File: src/rtl/ctrl_defs.sv
// ctrl_defs: shared definitions for the multi-cycle MIPS controller.
//   - FSM state encodings
//   - opcode / funct constants for the supported instructions
//   - mux select encodings shared with the datapath (RegDst, MemtoReg,
//     ExtOp, ALUOp, NPCOp)
//   - instruction-class struct produced by mc_decode
package ctrl_defs;

    typedef enum logic [2:0] {
        S_IF  = 3'd0,
        S_ID  = 3'd1,
        S_EXE = 3'd2,
        S_MEM = 3'd3,
        S_WB  = 3'd4
    } state_t;

    localparam logic [5:0] OP_RTYPE = 6'b000000;
    localparam logic [5:0] OP_ORI   = 6'b001101;
    localparam logic [5:0] OP_LW    = 6'b100011;
    localparam logic [5:0] OP_SW    = 6'b101011;
    localparam logic [5:0] OP_BEQ   = 6'b000100;
    localparam logic [5:0] OP_LUI   = 6'b001111;
    localparam logic [5:0] OP_J     = 6'b000010;
    localparam logic [5:0] OP_JAL   = 6'b000011;

    localparam logic [5:0] FN_ADDU  = 6'b100001;
    localparam logic [5:0] FN_SUBU  = 6'b100011;
    localparam logic [5:0] FN_SLT   = 6'b101010;
    localparam logic [5:0] FN_JR    = 6'b001000;

    localparam logic [1:0] RD_RT    = 2'b00;
    localparam logic [1:0] RD_RD    = 2'b01;
    localparam logic [1:0] RD_RA    = 2'b10;

    localparam logic [1:0] MR_ALU   = 2'b00;
    localparam logic [1:0] MR_MEM   = 2'b01;
    localparam logic [1:0] MR_LINK  = 2'b10;
    localparam logic [1:0] MR_SLT   = 2'b11;

    localparam logic [1:0] EXT_ZERO = 2'b00;
    localparam logic [1:0] EXT_SIGN = 2'b01;
    localparam logic [1:0] EXT_LUI  = 2'b10;

    localparam logic [2:0] ALU_ADD  = 3'b000;
    localparam logic [2:0] ALU_SUB  = 3'b001;
    localparam logic [2:0] ALU_OR   = 3'b010;

    localparam logic [1:0] NPC_PC4  = 2'b00;
    localparam logic [1:0] NPC_BR   = 2'b01;
    localparam logic [1:0] NPC_JMP  = 2'b10;
    localparam logic [1:0] NPC_JR   = 2'b11;

    // One-hot-ish instruction class. is_r covers the ALU R-types
    // (addu/subu/slt); jr is R-format but is classed on its own.
    typedef struct packed {
        logic is_r;
        logic is_subu;
        logic is_slt;
        logic is_lw;
        logic is_sw;
        logic is_beq;
        logic is_j;
        logic is_jal;
        logic is_jr;
        logic is_ori;
        logic is_lui;
        logic illegal;
    } iclass_t;

endpackage

File: src/rtl/mc_decode.sv
// mc_decode: combinational opcode/funct to instruction-class decode.
// Ports:
//   opcode - IR[31:26]
//   funct  - IR[5:0], only meaningful for opcode 000000
//   cls    - instruction class flags; illegal set for anything unsupported
module mc_decode
    import ctrl_defs::*;
(
    input  logic [5:0] opcode,
    input  logic [5:0] funct,
    output iclass_t    cls
);

    always_comb begin
        cls = '0;
        unique case (opcode)
            OP_RTYPE: begin
                unique case (funct)
                    FN_ADDU: cls.is_r = 1'b1;
                    FN_SUBU: begin cls.is_r = 1'b1; cls.is_subu = 1'b1; end
                    FN_SLT:  begin cls.is_r = 1'b1; cls.is_slt  = 1'b1; end
                    FN_JR:   cls.is_jr = 1'b1;
                    default: cls.illegal = 1'b1;
                endcase
            end
            OP_ORI:  cls.is_ori = 1'b1;
            OP_LW:   cls.is_lw  = 1'b1;
            OP_SW:   cls.is_sw  = 1'b1;
            OP_BEQ:  cls.is_beq = 1'b1;
            OP_LUI:  cls.is_lui = 1'b1;
            OP_J:    cls.is_j   = 1'b1;
            OP_JAL:  cls.is_jal = 1'b1;
            default: cls.illegal = 1'b1;
        endcase
    end

endmodule

File: src/rtl/mc_ctrl.sv
// mc_ctrl: multi-cycle main controller for the MIPS datapath.
// The state register is the only flop; every output is a combinational
// decode of state/opcode/funct/zero.
// Ports:
//   clk, reset          - clock (rising edge), async active-high reset
//   opcode, funct, zero - IR fields and ALU equality flag
//   state               - current FSM state (debug)
//   PCWr/IRWr/RegWr/MemWr - write enables, forced low during reset
//   RegDst/ALUSrc/MemtoReg/ExtOp/ALUOp/NPCOp - datapath selects
module mc_ctrl
    import ctrl_defs::*;
(
    input  logic       clk,
    input  logic       reset,
    input  logic [5:0] opcode,
    input  logic [5:0] funct,
    input  logic       zero,
    output logic [2:0] state,
    output logic       PCWr,
    output logic       IRWr,
    output logic       RegWr,
    output logic       MemWr,
    output logic [1:0] RegDst,
    output logic       ALUSrc,
    output logic [1:0] MemtoReg,
    output logic [1:0] ExtOp,
    output logic [2:0] ALUOp,
    output logic [1:0] NPCOp
);

    iclass_t cls;
    state_t  state_q, state_n;
    logic    pcwr, irwr, regwr, memwr;

    mc_decode u_decode (
        .opcode (opcode),
        .funct  (funct),
        .cls    (cls)
    );

    // state register
    always_ff @(posedge clk or posedge reset) begin
        if (reset) state_q <= S_IF;
        else       state_q <= state_n;
    end

    // next state
    always_comb begin
        state_n = S_IF;
        unique case (state_q)
            S_IF:  state_n = S_ID;
            S_ID:  state_n = (cls.is_j || cls.is_jal || cls.is_jr || cls.illegal)
                             ? S_IF : S_EXE;
            S_EXE: begin
                if (cls.is_beq)                state_n = S_IF;
                else if (cls.is_lw || cls.is_sw) state_n = S_MEM;
                else                           state_n = S_WB;
            end
            S_MEM: state_n = cls.is_lw ? S_WB : S_IF;
            S_WB:  state_n = S_IF;
            default: state_n = S_IF;
        endcase
    end

    // output decode
    always_comb begin
        pcwr     = 1'b0;
        irwr     = 1'b0;
        regwr    = 1'b0;
        memwr    = 1'b0;
        RegDst   = RD_RT;
        ALUSrc   = 1'b0;
        MemtoReg = MR_ALU;
        ExtOp    = EXT_ZERO;
        ALUOp    = ALU_ADD;
        NPCOp    = NPC_PC4;

        // ALU operand/op selects are driven from EXE through WB so the
        // address/result the MEM and WB writes consume never glitches.
        if (state_q inside {S_EXE, S_MEM, S_WB}) begin
            if (cls.is_r) begin
                ALUOp = (cls.is_subu || cls.is_slt) ? ALU_SUB : ALU_ADD;
            end else if (cls.is_ori) begin
                ALUSrc = 1'b1; ExtOp = EXT_ZERO; ALUOp = ALU_OR;
            end else if (cls.is_lui) begin
                ALUSrc = 1'b1; ExtOp = EXT_LUI;  ALUOp = ALU_ADD;
            end else if (cls.is_lw || cls.is_sw) begin
                ALUSrc = 1'b1; ExtOp = EXT_SIGN; ALUOp = ALU_ADD;
            end else if (cls.is_beq) begin
                ALUOp = ALU_SUB;
            end
        end

        unique case (state_q)
            S_IF: begin
                irwr = 1'b1;
                pcwr = 1'b1;
            end
            S_ID: begin
                if (cls.is_j) begin
                    pcwr = 1'b1; NPCOp = NPC_JMP;
                end else if (cls.is_jal) begin
                    pcwr = 1'b1; NPCOp = NPC_JMP;
                    regwr = 1'b1; RegDst = RD_RA; MemtoReg = MR_LINK;
                end else if (cls.is_jr) begin
                    pcwr = 1'b1; NPCOp = NPC_JR;
                end
            end
            S_EXE: begin
                if (cls.is_beq) begin
                    NPCOp = NPC_BR;
                    pcwr  = zero;
                end
            end
            S_MEM: begin
                if (cls.is_sw) memwr = 1'b1;
            end
            S_WB: begin
                if (cls.is_r) begin
                    regwr = 1'b1; RegDst = RD_RD;
                    MemtoReg = cls.is_slt ? MR_SLT : MR_ALU;
                end else if (cls.is_ori || cls.is_lui) begin
                    regwr = 1'b1; RegDst = RD_RT; MemtoReg = MR_ALU;
                end else if (cls.is_lw) begin
                    regwr = 1'b1; RegDst = RD_RT; MemtoReg = MR_MEM;
                end
            end
            default: ;  // encodings 5-7: everything stays low
        endcase
    end

    // Enables are squashed for the whole time reset is high, including
    // the IF decode the async reset forces the state into.
    assign PCWr  = pcwr  & ~reset;
    assign IRWr  = irwr  & ~reset;
    assign RegWr = regwr & ~reset;
    assign MemWr = memwr & ~reset;
    assign state = state_q;

endmodule

File: config.mk
export PLATFORM = sky130hd
export DESIGN_NAME = mc_ctrl
export DESIGN_NICKNAME = d
export VERILOG_FILES = /design/src/rtl/ctrl_defs.sv /design/src/rtl/mc_decode.sv /design/src/rtl/mc_ctrl.sv
export SDC_FILE = /design/constraint.sdc
export NUM_CORES = 1
export LEC_CHECK = 0
export ABC_CLOCK_PERIOD_IN_PS = 2100
export BUFFER_PORTS_ARGS = -buffer_cell sky130_fd_sc_hd__buf_2
export CORE_MARGIN = 1
export CORE_UTILIZATION = 35
export CTS_CLUSTER_DIAMETER = 100
export DETAILED_ROUTE_END_ITERATION = 12
export PLACE_DENSITY = 0.66
export SLEW_MARGIN = 10
export SYNTH_ARGS = -nofsm -noshare
export SYNTH_HDL_FRONTEND = slang
export SYNTH_SLANG_ARGS = --single-unit
File: constraint.sdc
create_clock -name clk -period 2.1 [get_ports clk]
set_clock_uncertainty 0.2 [all_clocks]
set_input_delay 0.21 -clock clk [delete_from_list [all_inputs] [get_ports clk]]
set_output_delay 0.21 -clock clk [all_outputs]
set_load 0.05 [all_outputs]
Word-level counts from Yosys, hierarchy flattened --
Cells that the tools add are included.
Storage, ports and cells: bits in registers 3, bits of input ports 15
Operators by class: equal/unequal tests 15, muxes and demuxes 65, bitwise operators 5, reduce and logical (&&, ||, !) cells 12
Operators with widths (count):
- 1-bit two-way mux | 39
- 6-bit == test (second input constant) | 5
- 2-bit two-way mux | 15
- 6-bit by 4-bit == test with 1-bit output (second input constant) | 3
- 6-bit by 2-bit == test with 1-bit output (second input constant) | 2
- 3-bit two-way mux | 4
- 2-bit one-hot mux with 2 select lines | 3
- 3-bit one-hot mux with 4 select lines | 1
- 7-bit OR reduction | 1
- 3-bit by 2-bit == test with 1-bit output (second input constant) | 2
- 6-bit by 3-bit == test with 1-bit output (second input constant) | 1
- 6-bit zero test | 1
- 1-bit logical OR | 6
- 1-bit AND | 4
- 1-bit one-hot mux with 2 select lines | 2
- 4-bit OR reduction | 1
- 3-bit by 1-bit == test with 1-bit output (second input constant) | 1
- 3-bit == test (second input constant) | 1
- 3-bit zero test | 1
- 1-bit one-hot mux with 3 select lines | 1
- 3-bit nonzero test | 1
- 3-bit OR reduction | 1
- 1-bit NOT | 1

Depth between registers and ports, before layout --
depth after elaboration 8, mapped depth 5

Cells and area by module --
A second synthesis with hierarchy kept.
Second synthesis, totals: cell total of the unflattened synthesis 91, area total of the unflattened synthesis 631.9 sq um
Modules (own cells, without submodules):
- mc_ctrl | instances 1, cells an instance 53, area each 407.9 sq um, seq. area each 75.1 sq um
- mc_decode | instances 1, cells an instance 38, area each 224.0 sq um, seq. area each 0.0 sq um

Worst setup path before layout --
No wires, ideal clock.
path type register to output, start point register state_q[0] (netlist: state[0]), end point output ALUOp[0], data arrival time 2.932 ns, slack -1.242 ns, stages on the path, launching flop included 6, buffers on the path 1, cells stage by stage dfrtp_1 -> buf_6 -> nor2_1 -> and2_1 -> nor2_1 -> a2111oi_1
On the way: word-level cells in the longest chain between the ends 3
RTL lines:
- start, declared | line mc_ctrl.sv:32 | state_t state_q, state_n;
- start signal, assigned | line mc_ctrl.sv:44 | else state_q <= state_n;
- 3-bit by 2-bit == test with 1-bit output / 3-bit == test (equally long branches) | line mc_ctrl.sv:80 | if (state_q inside {S_EXE, S_MEM, S_WB}) begin
- 3-bit nonzero test (*) | line mc_ctrl.sv:80
- 2-bit two-way mux (*) | line mc_ctrl.sv:80
- end, declared | line mc_ctrl.sv:27 | output logic [2:0] ALUOp,
Every way passes the cells marked *; elsewhere a longest branch is shown, timed or not.

Worst setup path after layout --
start point input opcode[0], end point output RegWr
On the way: word-level cells in the longest chain between the ends 7
RTL lines:
- start, declared | line mc_ctrl.sv:15 | input logic [5:0] opcode,
- 6-bit == test / 6-bit by 4-bit == test with 1-bit output (equally long branches) | line mc_decode.sv:16 | unique case (opcode)
- 1-bit two-way mux | line mc_decode.sv:16
- 1-bit two-way mux / 1-bit logical OR (equally long branches) | line mc_ctrl.sv:124, mc_ctrl.sv:122
- 1-bit two-way mux | line mc_ctrl.sv:122 | end else if (cls.is_ori || cls.is_lui) begin
- 1-bit two-way mux | line mc_ctrl.sv:119 | if (cls.is_r) begin
- 1-bit one-hot mux with 2 select lines (*) | line mc_ctrl.sv:94 | unique case (state_q)
- 1-bit AND (*) | line mc_ctrl.sv:136 | assign RegWr = regwr & ~reset;
- end, declared | line mc_ctrl.sv:21 | output logic RegWr,
Marks and branches as above.

==> results.toml <==
[route]
ant_nets = 0
first_iter_violations = 15
vias_per_cell = 5.411
vias = 763
routedWlPerCell_um = 12.58
dr.pass1.iters = 8
wl_um = 1774
drc = 6

[die]
dieArea_mm2 = 0.001889
die_w_um = 43.47
ioPinCount = 34
initial_core_util_pct = 38.60
rows = 14
dieHeight_um = 43.47
core_region_area_mm2 = 0.001559

[global_route]
grt_pass1_vias = 662
grt_pass1_wl_um = 2822
grt_usage_pct = 19.31
grt_max_degree = 11
grt_overflow = 0
antenna_found_initial = 0

[cells_and_area]
final_cells = 141
drive_gt1_share_pct = 56.80
multi_input_area_um2 = 574.3
antennaDiodeCount = 0
ff_latch_area_um2 = 75.07
largest_reg_flops = 3
nets = 141
fill_cells = 132
final_area_mm2 = 0.001045
area_growth_syn_to_layout_pct = 73.60

[worst_setup_path]
end_kind = "primary output"
path_cells = "buf_6 -> or4_4 -> buf_8 -> a2111oi_4 -> o31ai_2 -> a21oi_4 -> buf_6"
crit_path_top_delay_cell = "or4_4"
path_depth = 7
crit_path_start = "opcode[0]"
r2r-end = "state[1]"
cp_common_cell = "buf_6"
cp_slowest_stage_delay_ns = 0.53
critical_path_class = "primary input to primary output"
cp_data_arrival_time_ns = 1.68
critPathLaunchType = "primary input"
path_buf_inv = 3
critPathCapture = "RegWr"
cp.required_ns = 1.69
cp_max_fo = 6
regToRegStartpoint = "state[1]"
reg2regPathDepth = 4
rrSetupSlack_ns = 0.40
cp_top_family = "simple AND/OR/NAND/NOR gates"

[placement]
io_buffers = 32
placed_area_um2 = 920.9
hpwlAfterDp_um = 1433
place_congestion = 0.8172
dp_cells = 136

[clock_network]
cts_sinks = 3
clock-root-buffer = "clkbuf_4"
clk_latency_ns = 0.24
clockBufferDepth = 2
cts_buffers = 3
cts.reportedPaths.clkPinSlew_ns = 0.04
cts_setup_buffers = 0
cts_max_level = 1
cts_tree = "built"

[synthesis]
synth_xor_area_share_pct = 1.455
synth_top_area_share_pct = 12.47
synthAdderAreaFrac_pct = 0
synth_cells = 78
yosys-top-cells-area = "dfrtp_1 (12%), nor2_1 (6.2%), buf_6 (5.6%)"
synth.mux.area_fraction_pct = 1.663
ys_warn_count = 0
synth_top_family_by_area = "simple AND/OR/NAND/NOR gates"
synth.distinct_cells = 43
syn_nets = 93
yosysTopAreaCell = "dfrtp_1"
synth_flop_cell = "dfrtp_1"
avgSynthCellArea_um2 = 7.716
seq_area_frac_synth_pct = 12.47
synth_seq_cells = 3
yosys.area_share.simple_pct = 53.22
synth_edf_count = 0
ys_top_cells_by_count = "nor2_1 (10), a21oi_1 (5), inv_1 (4), nand3b_1 (4)"
syn_area_um2 = 601.8
async_reset_ff_share_pct = 100.0
synth_compound_area_share_pct = 21.21
yosysMostFrequentCell = "nor2_1"

[timing]
final_hold_viol_count = 0
final_max_slew_viol_count = 0
setup_viol_count_final = 0
rsz0062_at_grt = "true"
min_period_ns = 2.087
period_share_pct = 99.39
max_clock_freq_mhz = 479.1
setup_tns_ns = 0

[worst_hold_path]
hp-class = "primary input to flip-flop"

[power]
p_total_mw = 0.5647
p_per_area_mw_per_mm2 = 540.5
p_leak_nw = 0.4755
vdd_ir_drop_max_v = 0.0004873

[run_status]
outcome = "complete, but fails checks"
failed_checks = "DRC"

[flow_run]
drv_cap = 0
==> repair_timing <==
item                                    CTS  global route
hold buffers                              1             0
endpoints found under the hold margin     3             0
endpoints found under the setup margin    8            10
gates cloned                              0             0
gates resized for setup                  11            15
pin swaps                                 0             2
==> kinds of logic (layout without fill, tap and decap cells) <==
| logic type | Yosys count | after routing |
|---|---|---|
| compound gates | 16 | 16 |
| xor+xnor | 1 | 1 |
| buf+inv | 8 | 55 |
| flops | 3 | 3 |
| mux | 1 | 1 |
| other cells | 1 | 1 |
| simple gates | 48 | 48 |
==> area by class of cell <==
| type | count | area share, % |
|---|---|---|
| flip-flops and latches | 3 | 7.186 |
| repair buffers | 47 | 31.98 |
| multi-input cells | 67 | 54.97 |
| clock buffers | 4 | 2.515 |
| inverters | 4 | 1.437 |
| well taps | 16 | 1.916 |
==> layer usage <==
layer,vias up,track usage [%],share of wire (%)
met2,29,31.82,50
li1,382,-,-
met4,0,5.625,0.90
met1,350,27.18,43
met5,-,0,0
met3,2,1.250,5.6
==> tightest hold or removal path, delay by kind of cell <==
family,cells,cell delay [ns]
AO/OA/AOI/OAI,1,0.07
buffers and inverters,2,0.21
AND/OR/NAND/NOR,1,0.10
==> placed cells by master (no fill, tap or decap), types with 2 or more instances in the layout <==
| master | instances |
|---|---|
| nor3_4 | 2 |
| clkbuf_4 | 3 |
| nand4_1 | 2 |
| nand2_1 | 2 |
| a21oi_1 | 2 |
| nand2b_1 | 2 |
| buf_2 | 22 |
| nand3_1 | 2 |
| dfrtp_1 | 3 |
| buf_6 | 7 |
| buf_4 | 16 |
| nor3b_2 | 2 |
| or3b_1 | 2 |
| a21oi_2 | 2 |
| nor3_1 | 3 |
| nor2_1 | 9 |
| inv_1 | 4 |
| a2111oi_4 | 2 |
| nand3b_1 | 4 |
==> through the flow <==
step	util (%)	hold slack [ns]	worst slack, ns
global route	67.01	0.2246	-0.04449
finish	67.01	0.2015	0.01275
floorplan	-	-0.2201	-0.2191
global placement	59.07	-0.02834	-0.09338
CTS	63.40	0.1869	-0.05479
detailed placement	59.07	-0.02026	-0.1320
==> where the power goes <==
group          switching [mW]  internal [mW]  total (mW)
clock network          0.0321         0.0713       0.103
logic                   0.233          0.146       0.379
registers              0.0106         0.0716      0.0822
==> worst min-delay path by stage <==
stage	to	cells after the start	slack, ns	startpoint
2_1_floorplan	state[0]	1	-0.22	reset
3_3_place_gp	state[2]	2	-0.03	reset
3_5_place_dp	state[0]	2	-0.02	reset
4_1_cts	state[1]	4	0.19	opcode[4]
5_1_grt	state[1]	4	0.22	opcode[4]
6_report	state[1]	4	0.20	opcode[4]
Power figures use the tool's default switching activity.
